<file path="config.mk">
export PLATFORM = sky130hd
export DESIGN_NAME = div64by32_seq
export DESIGN_NICKNAME = d
export VERILOG_FILES = /design/src/rtl/fpu_int_pkg.sv /design/src/rtl/div64by32_seq_div_step.sv /design/src/rtl/div64by32_seq.sv
export SDC_FILE = /design/constraint.sdc
export NUM_CORES = 1
export LEC_CHECK = 0
export CAP_MARGIN = 25
export CORE_ASPECT_RATIO = 1.25
export CORE_MARGIN = 2
export CORE_UTILIZATION = 56
export CTS_BUF_LIST = sky130_fd_sc_hd__clkbuf_8
export DETAILED_ROUTE_END_ITERATION = 7
export PLACE_DENSITY_LB_ADDON = 0.25
export SLEW_MARGIN = 0
export SYNTH_ARGS = -nofsm -noshare
export SYNTH_HDL_FRONTEND = slang
export SYNTH_SLANG_ARGS = --single-unit
</file>
<file path="constraint.sdc">
create_clock -name clk -period 4.5 [get_ports clk]
set_input_delay 1.35 -clock clk [delete_from_list [all_inputs] [get_ports clk]]
set_output_delay 1.35 -clock clk [all_outputs]
set_load 0.02 [all_outputs]
</file>
<file path="src/rtl/fpu_int_pkg.sv">
// Shared definitions for the FPU integer datapath blocks.
// Holds the divider state encoding and the default operand width.
package fpu_int_pkg;

  localparam int DIV_WID = 32;

  // FIX is only reachable when the divider is built with DIV_SIGNED_EN.
  typedef enum logic [1:0] {
    IDLE = 2'd0,
    DIV  = 2'd1,
    DONE = 2'd2,
    FIX  = 2'd3
  } div_state_t;

endpackage

</file>
<file path="src/rtl/div64by32_seq_div_step.sv">
// One radix-2 restoring divide step: shift {rem,qs} left by one, then
// trial-subtract the divisor and keep the difference if it did not go
// negative. Purely combinational so it can later be chained for radix-4.
module div_step #(
  parameter int WID = 32
) (
  input  logic [WID:0]   rem_i,
  input  logic [WID-1:0] qs_i,
  input  logic [WID-1:0] b_i,
  output logic [WID:0]   rem_o,
  output logic [WID-1:0] qs_o
);

  logic [WID+1:0] rem_sh;
  logic [WID:0]   diff;
  logic           fits;

  // Shift, compare and conditionally restore in a single combinational pass.
  always_comb begin
    rem_sh = {rem_i, qs_i[WID-1]};
    fits   = (rem_sh >= {2'b00, b_i});
    // The difference always fits in WID+1 bits whenever it is kept,
    // because the incoming remainder is strictly below the divisor.
    diff   = rem_sh[WID:0] - {1'b0, b_i};
    rem_o  = fits ? diff : rem_sh[WID:0];
    qs_o   = {qs_i[WID-2:0], fits};
  end

endmodule

</file>
<file path="src/rtl/div64by32_seq.sv">
// Sequential 64/32 unsigned restoring divider with ld/done handshake.
// Divide-by-zero and quotient overflow exit after one clock; otherwise
// one quotient bit is produced per clock in the DIV state.
// Optional feature: define DIV_SIGNED_EN to add the sgn input and the FIX
// state that applies two's-complement signs (truncating toward zero).
module div64by32_seq
  import fpu_int_pkg::*;
#(
  parameter int WID = DIV_WID
) (
  input  logic             clk,
  input  logic             rst,
  input  logic             ld,
  input  logic [2*WID-1:0] a,
  input  logic [WID-1:0]   b,
`ifdef DIV_SIGNED_EN
  input  logic             sgn,
`endif
  output logic [WID-1:0]   q,
  output logic [WID-1:0]   r,
  output logic             done,
  output logic             idle,
  output logic             dvz,
  output logic             ovf
);

  localparam int CW = $clog2(WID + 1);

  div_state_t     state_q, state_d;
  logic [CW-1:0]  cnt_q, cnt_d;
  logic [WID:0]   rem_q, rem_d;
  logic [WID-1:0] qs_q, qs_d;
  logic [WID-1:0] b_q, b_d;
  logic [WID-1:0] q_q, q_d;
  logic [WID-1:0] r_q, r_d;
  logic           done_q, done_d;
  logic           dvz_q, dvz_d;
  logic           ovf_q, ovf_d;

  logic [2*WID-1:0] a_mag;
  logic [WID-1:0]   b_mag;
  logic [WID:0]     step_rem;
  logic [WID-1:0]   step_qs;

`ifdef DIV_SIGNED_EN
  logic           sgn_q, sgn_d;
  logic           neg_q, neg_d;
  logic           rneg_q, rneg_d;
  logic           a_neg, b_neg;
  logic           fix_ovf;
  logic [WID-1:0] fix_q, fix_r;

  // Signed operands are divided as magnitudes; the signs are reapplied in FIX.
  assign a_neg = sgn && a[2*WID-1];
  assign b_neg = sgn && b[WID-1];
  assign a_mag = a_neg ? -a : a;
  assign b_mag = b_neg ? -b : b;

  // A negative quotient may reach -2^(WID-1); a positive one only 2^(WID-1)-1.
  assign fix_ovf = sgn_q && qs_q[WID-1] && (!neg_q || (qs_q[WID-2:0] != '0));
  assign fix_q   = neg_q  ? -qs_q : qs_q;
  assign fix_r   = rneg_q ? -rem_q[WID-1:0] : rem_q[WID-1:0];
`else
  assign a_mag = a;
  assign b_mag = b;
`endif

  div_step #(.WID(WID)) u_step (
    .rem_i (rem_q),
    .qs_i  (qs_q),
    .b_i   (b_q),
    .rem_o (step_rem),
    .qs_o  (step_qs)
  );

  // Next-state and datapath control for the IDLE/DIV/DONE(/FIX) sequence.
  always_comb begin
    // NOTE: every _d gets its hold value first, so no path leaves one
    // unassigned and no latch can be inferred.
    state_d = state_q;
    cnt_d   = cnt_q;
    rem_d   = rem_q;
    qs_d    = qs_q;
    b_d     = b_q;
    q_d     = q_q;
    r_d     = r_q;
    done_d  = done_q;
    dvz_d   = dvz_q;
    ovf_d   = ovf_q;
`ifdef DIV_SIGNED_EN
    sgn_d   = sgn_q;
    neg_d   = neg_q;
    rneg_d  = rneg_q;
`endif

    case (state_q)
      IDLE, DONE: begin
        if (ld) begin
          done_d = 1'b0;
          dvz_d  = 1'b0;
          ovf_d  = 1'b0;
`ifdef DIV_SIGNED_EN
          sgn_d  = sgn;
          neg_d  = a_neg ^ b_neg;
          rneg_d = a_neg;
`endif
          if (b_mag == '0) begin
            dvz_d   = 1'b1;
            q_d     = '1;
            r_d     = '0;
            done_d  = 1'b1;
            state_d = DONE;
          end else if (a_mag[2*WID-1:WID] >= b_mag) begin
            // The quotient cannot fit in WID bits.
            ovf_d   = 1'b1;
            q_d     = '1;
            r_d     = '0;
            done_d  = 1'b1;
            state_d = DONE;
          end else begin
            rem_d   = {1'b0, a_mag[2*WID-1:WID]};
            qs_d    = a_mag[WID-1:0];
            b_d     = b_mag;
            cnt_d   = CW'(WID);
            state_d = DIV;
          end
        end
      end

      DIV: begin
        rem_d = step_rem;
        qs_d  = step_qs;
        cnt_d = cnt_q - CW'(1);
        if (cnt_q == CW'(1)) begin
`ifdef DIV_SIGNED_EN
          state_d = FIX;
`else
          q_d     = step_qs;
          r_d     = step_rem[WID-1:0];
          done_d  = 1'b1;
          state_d = DONE;
`endif
        end
      end

`ifdef DIV_SIGNED_EN
      FIX: begin
        if (fix_ovf) begin
          ovf_d = 1'b1;
          q_d   = '1;
          r_d   = '0;
        end else begin
          q_d   = fix_q;
          r_d   = fix_r;
        end
        done_d  = 1'b1;
        state_d = DONE;
      end
`endif

      default: state_d = IDLE;
    endcase
  end

  // State and datapath registers with synchronous reset.
  always_ff @(posedge clk) begin
    // NOTE: non-blocking assignments so every flop samples pre-edge values.
    if (rst) begin
      state_q <= IDLE;
      cnt_q   <= '0;
      rem_q   <= '0;
      qs_q    <= '0;
      b_q     <= '0;
      q_q     <= '0;
      r_q     <= '0;
      done_q  <= 1'b0;
      dvz_q   <= 1'b0;
      ovf_q   <= 1'b0;
`ifdef DIV_SIGNED_EN
      sgn_q   <= 1'b0;
      neg_q   <= 1'b0;
      rneg_q  <= 1'b0;
`endif
    end else begin
      state_q <= state_d;
      cnt_q   <= cnt_d;
      rem_q   <= rem_d;
      qs_q    <= qs_d;
      b_q     <= b_d;
      q_q     <= q_d;
      r_q     <= r_d;
      done_q  <= done_d;
      dvz_q   <= dvz_d;
      ovf_q   <= ovf_d;
`ifdef DIV_SIGNED_EN
      sgn_q   <= sgn_d;
      neg_q   <= neg_d;
      rneg_q  <= rneg_d;
`endif
    end
  end

  assign q    = q_q;
  assign r    = r_q;
  assign done = done_q;
  assign dvz  = dvz_q;
  assign ovf  = ovf_q;
  assign idle = (state_q == IDLE) || (state_q == DONE);

endmodule
</file>
# After elaboration in Yosys (flattened, before gate mapping)
# Cells that the tools add are included.
word_totals:
  wordCells: 70
  register_bits: 172
  in_bits: 99
classes:
  bitwise: 2
  eq_ne: 8
  n_mux: 35
  n_addsub: 2
  reduce_logical: 11
  magnitude_cmp: 2
ops:
  columns: ["operator", "n"]
  rows:
  - ["32-bit 2-to-1 mux", 11]
  - ["32-bit case mux with 2 select lines", 3]
  - ["33-bit 2-to-1 mux", 4]
  - ["33-bit case mux with 2 select lines", 1]
  - ["34-bit by 32-bit >= comparator with 1-bit output", 1]
  - ["33-bit by 32-bit subtractor with 33-bit output", 1]
  - ["32-bit >= comparator", 1]
  - ["32-bit logical NOT", 1]
  - ["6-bit 2-to-1 mux", 3]
  - ["6-bit case mux with 2 select lines", 1]
  - ["4-bit AND reduction", 3]
  - ["2-bit 2-to-1 mux", 4]
  - ["2-bit != test (second input constant)", 4]
  - ["6-bit by 1-bit equality test with 1-bit output (second input constant)", 1]
  - ["1-bit 2-to-1 mux", 6]
  - ["6-bit by 1-bit subtractor with 6-bit output (second input constant)", 1]
  - ["2-bit case mux with 2 select lines", 1]
  - ["2-bit AND reduction", 2]
  - ["3-bit != test (second input constant)", 1]
  - ["3-bit AND reduction", 1]
  - ["2-bit by 1-bit equality test with 1-bit output (second input constant)", 1]
  - ["2-bit equality test (second input constant)", 1]
  - ["2-bit logical NOT", 1]
  - ["1-bit inverter", 2]
  - ["4 further kinds", 4]

# Logic depth before layout (Yosys ltp)
logic_depth:
  word_depth: 5
  depth_mapped: 14

# By module
# A second synthesis with hierarchy kept.
unflattened:
  hier_cells: 1370
  area_unflattened_um2: 10652.7
by_module_without_submodules:
  columns: ["mod", "cells_per_inst", "area_per_inst_um2", "seq_area_each_um2", "n_inst"]
  rows:
  - ["div64by32_seq", 992, 8221.6, 3443.3, 1]
  - ["div_step", 378, 2431.1, 0.0, 1]

# Worst setup path before layout
# Ideal clock, no wire load.
synth_timing:
  path_kind: "input -> register"
  start: "in b[22]"
  end: "reg rem_q[23]"
  setup_ns: 0.142
  path_stages: 12
  arrival_time_ns: 3.647
  slack_ns: 0.711
  required_time_ns: 4.358
  n_path_buf: 2
  path_cell_list: "inv_1 > ha_1 > a21oi_1 > nand2_1 > a221o_1 > or4b_1 > buf_2 > a21o_1 > buf_4 > and3_1 > a221oi_1 > a221oi_1"
synth_between:
  elab_chain_len: 3
  word_cells_on_any_way: 5
synth_rtl:
  columns: ["element", "line", "rtl"]
  rows:
  - ["start: declaration", "div64by32_seq.sv:15", "input logic [WID-1:0] b,"]
  - ["32-bit >= comparator or 32-bit logical NOT (tied branches)", "div64by32_seq.sv:113, div64by32_seq.sv:107", null]
  - ["2-bit != test (no source line)", null, null]
  - ["4-bit AND reduction (no source line) (*)", null, null]
  - ["end signal: assignment", "div64by32_seq.sv:187", "rem_q <= rem_d;"]
  - ["end: declaration", "div64by32_seq.sv:31", "logic [WID:0] rem_q, rem_d;"]
# Every way passes the cells marked *; elsewhere a longest branch is shown, timed or not.
# A chain may end at the register's enable or synchronous reset.

# Worst setup path after layout
layout_timing:
  start: "in a[32]"
  end: "reg qs_q[31]"
layout_between:
  elab_chain_len: 3
layout_rtl:
  columns: ["element", "line", "rtl"]
  rows:
  - ["start: declaration", "div64by32_seq.sv:14", "input logic [2*WID-1:0] a,"]
  - ["32-bit >= comparator", "div64by32_seq.sv:113", "end else if (a_mag[2*WID-1:WID] >= b_mag) begin"]
  - ["2-bit != test (no source line)", null, null]
  - ["4-bit AND reduction (no source line)", null, null]
  - ["end signal: assignment", "div64by32_seq.sv:188", "qs_q <= qs_d;"]
  - ["end: declaration", "div64by32_seq.sv:32", "logic [WID-1:0] qs_q, qs_d;"]
# Every way passes these cells.

==> flow_summary.toml <==
[clock_tree]
cts.sinks = 172
cts_tree = "built"
cts_root_buffer = "clkbuf_8"
cts_buffers = 17
clock_path_buffers = 2
post_cts_resized = 0
clk_pin_slew_ps = 110
htreeDepth = 4
worstSkewPairLatency_ps = 500
postCtsSetupBuffers = 0
hold_buffers = 0

[detailed_routing]
drc = 0
drt_wl_total_um = 30600
post_drt_wl_per_cell_um = 18.0
via_per_inst = 6.03
ant_nets = 0
vias = 10300
drtIter0Drc = 854
firstDrtPassIters = 5

[floorplan]
rows = 54
die_x_um = 124
boundaryPins = 167
initial_utilization = 0.572
core-area_um2 = 17500
die_h_um = 153
die-area_um2 = 19000

[placement]
place_ws_ps = -262
io_buffer_count = 166
hpwl_um = 23000
gp_congestion = 0.979

[timing]
fin_ws_ps = 298
finalCritPeriodShare = 0.934
rsz0062_at_grt = "no"
period_needed_ps = 4200
setup_viol = 0
drv_slew = 0
slew_headroom = 0.502
max_freq_mhz = 238
fin_skew_ps = 16.3
worst_pin_slew_ps = 742
hold_violations = 0

[logic_synthesis]
syn-num-nets = 1444
synth.yosys.seq_area_share = 0.344
yosys.area.top_type = "dfxtp_1"
synth_area_um2 = 10000
ys_ff_latch = 172
synth_cell_type_count = 76
yosys-top-cells-count = "172 x dfxtp_1, 166 x nor2_1, 155 x nand2_1"
ys_warn_count = 0
synth_ff_type = "dfxtp_1"
synth_top_area_share = 0.344
async_flop_share = 0
yosysMostFrequentCell = "dfxtp_1"
avgSynthCellArea_um2 = 7.83
syn_inst = 1278
synth-edff-count = 0
synthTopCellsByArea = "dfxtp_1 34%, ha_1 8.3%, nor2_1 6.2%, nand2_1 5.8%, a21oi_1 4.5%"

[hold_path]
hp-start = "r[5]"
worst_hold_path_type = "flop to flop"
hold_end = "r[5]"
hold_depth = 2

[global_routing]
grt_max_degree = 53
grt_pass1_wl_um = 48600
grt_overflow_total = 0
grt_pass1_vias = 9838
grt_antenna_before_repair = 0
track_usage = 0.323

[critical_path]
worstSetupPathType = "primary input to flop"
r2r_start = "b_q[17]"
rr_endpoint = "rem_q[25]"
worstPathArrival_ps = 4570
rrSetupSlack_ps = 1010
cp.required_ps = 4870
rr_worst_depth = 10
start_kind = "primary input"
endpoint_kind = "flop"
path_max_fanout = 5

[finish]
fin_util = 0.728
drive_above_1_share = 0.106
syn_to_final_growth_pct = 27.3
fillerInstances = 1406
multiInputGateArea_um2 = 5850
n_antenna_cell = 0
seqCellArea_um2 = 3440
fin_nets = 1631

[power_and_ir_drop]
p_sw_mw = 2.49
power_frac_comb = 0.474
sequentialPowerShare = 0.308
p_leak_nw = 5.21
p_clk_frac = 0.218
power_mw = 5.88
swShare = 0.423
power_density_nw_per_um2 = 462
peakVddDrop_mv = 0.289
p_int_mw = 3.39

[flow_run]
cap_violations = 0

[status]
outcome = "completed"
==> layout make-up <==
type | count | area share
multi-input cells | 940 | 0.459
flip-flops and latches | 172 | 0.270
repair buffers | 249 | 0.186
clock buffers | 17 | 0.0184
clock inverters | 15 | 0.0187
well taps | 224 | 0.0220
inverters | 85 | 0.0251
==> stage by stage <==
step / std cells / instance area (µm²) / hold slack [ps] / setup TNS [ps]
2_1_floorplan: 1278 / 10000 / 436 / 0
3_3_place_gp: 1669 / 12300 / 436 / -826
3_5_place_dp: 1669 / 12300 / 441 / -10530
4_1_cts: 1701 / 12700 / 456 / 0
5_1_grt: 1702 / 12700 / 470 / 0
6_report: 1702 / 12700 / 453 / 0
==> critical path, cell delays in order <==
cell,delay [ps]
clkdlybuf4s50_1,470
inv_1,50
ha_1,270
nand2b_1,150
a2111oi_2,390
o32ai_1,220
or4b_1,610
buf_4,200
a21oi_4,220
nor2_1,100
buf_4,150
a2111oi_0,390
==> state kept, by name (all words and copies together), names as in the netlist <==
register,cells
b_q,32
cnt_q,6
done,1
dvz,1
ovf,1
q,32
qs_q,32
r,32
rem_q,33
state_q,2
==> layout by cell type (no fill, tap or decap), types with 16 or more instances in the layout <==
cell type        Yosys  layout
a31oi_1             26      26
clkdlybuf4s50_1      0     165
a21oi_1             90      90
a211oi_2            22      22
a211oi_1            18      18
nand2_1            155     155
inv_1               85      85
clkbuf_8             0      17
nor2_1             166     166
nor4_1              40      40
xnor2_1             18      18
buf_4                7      77
o21ai_0             44      44
o21ai_1             16      16
nand3_1             48      48
a21o_1              31      30
ha_1                66      66
dfxtp_1            172     172
nand4_1             19      19
nor3_1              17      17
==> kinds of logic after synthesis <==
group | after synthesis | synth area share
XOR/XNOR | 25 | 0.0219
AND/OR/NAND/NOR | 490 | 0.223
AO/OA/AOI/OAI | 344 | 0.241
flip-flops | 172 | 0.344
buffers and inverters | 166 | 0.0719
multiplexers | 14 | 0.0141
adder cells (fa/ha/maj) | 67 | 0.0846
==> worst max path at each step <==
stage | endpoint | from | cells past startpoint | slack, ps
floorplan | rem_q[23] | b[22] | 12 | 710
global placement | qs_q[31] | a[32] | 12 | -100
detailed placement | qs_q[31] | a[32] | 12 | -260
CTS | qs_q[31] | a[32] | 12 | 290
global route | qs_q[31] | a[32] | 12 | 180
finish | qs_q[31] | a[32] | 12 | 300
==> power by group through the flow <==
stage	Combinational (mW)	Sequential (mW)	Clock, mW
CTS	2.73	1.81	1.28
detailed placement	2.71	1.84	0
finish	2.79	1.81	1.28
global placement	2.67	1.83	0
floorplan	1.85	1.86	0
global route	3.01	1.83	1.34
==> routing by layer <==
| metal | routed length [µm] | GRT usage |
|---|---|---|
| met4 | 1270 | 0.153 |
| met2 | 14600 | 0.537 |
| met5 | 0 | 0 |
| met1 | 12100 | 0.393 |
| met3 | 2720 | 0.0672 |
Note: power is estimated with default switching activity, not from simulation.
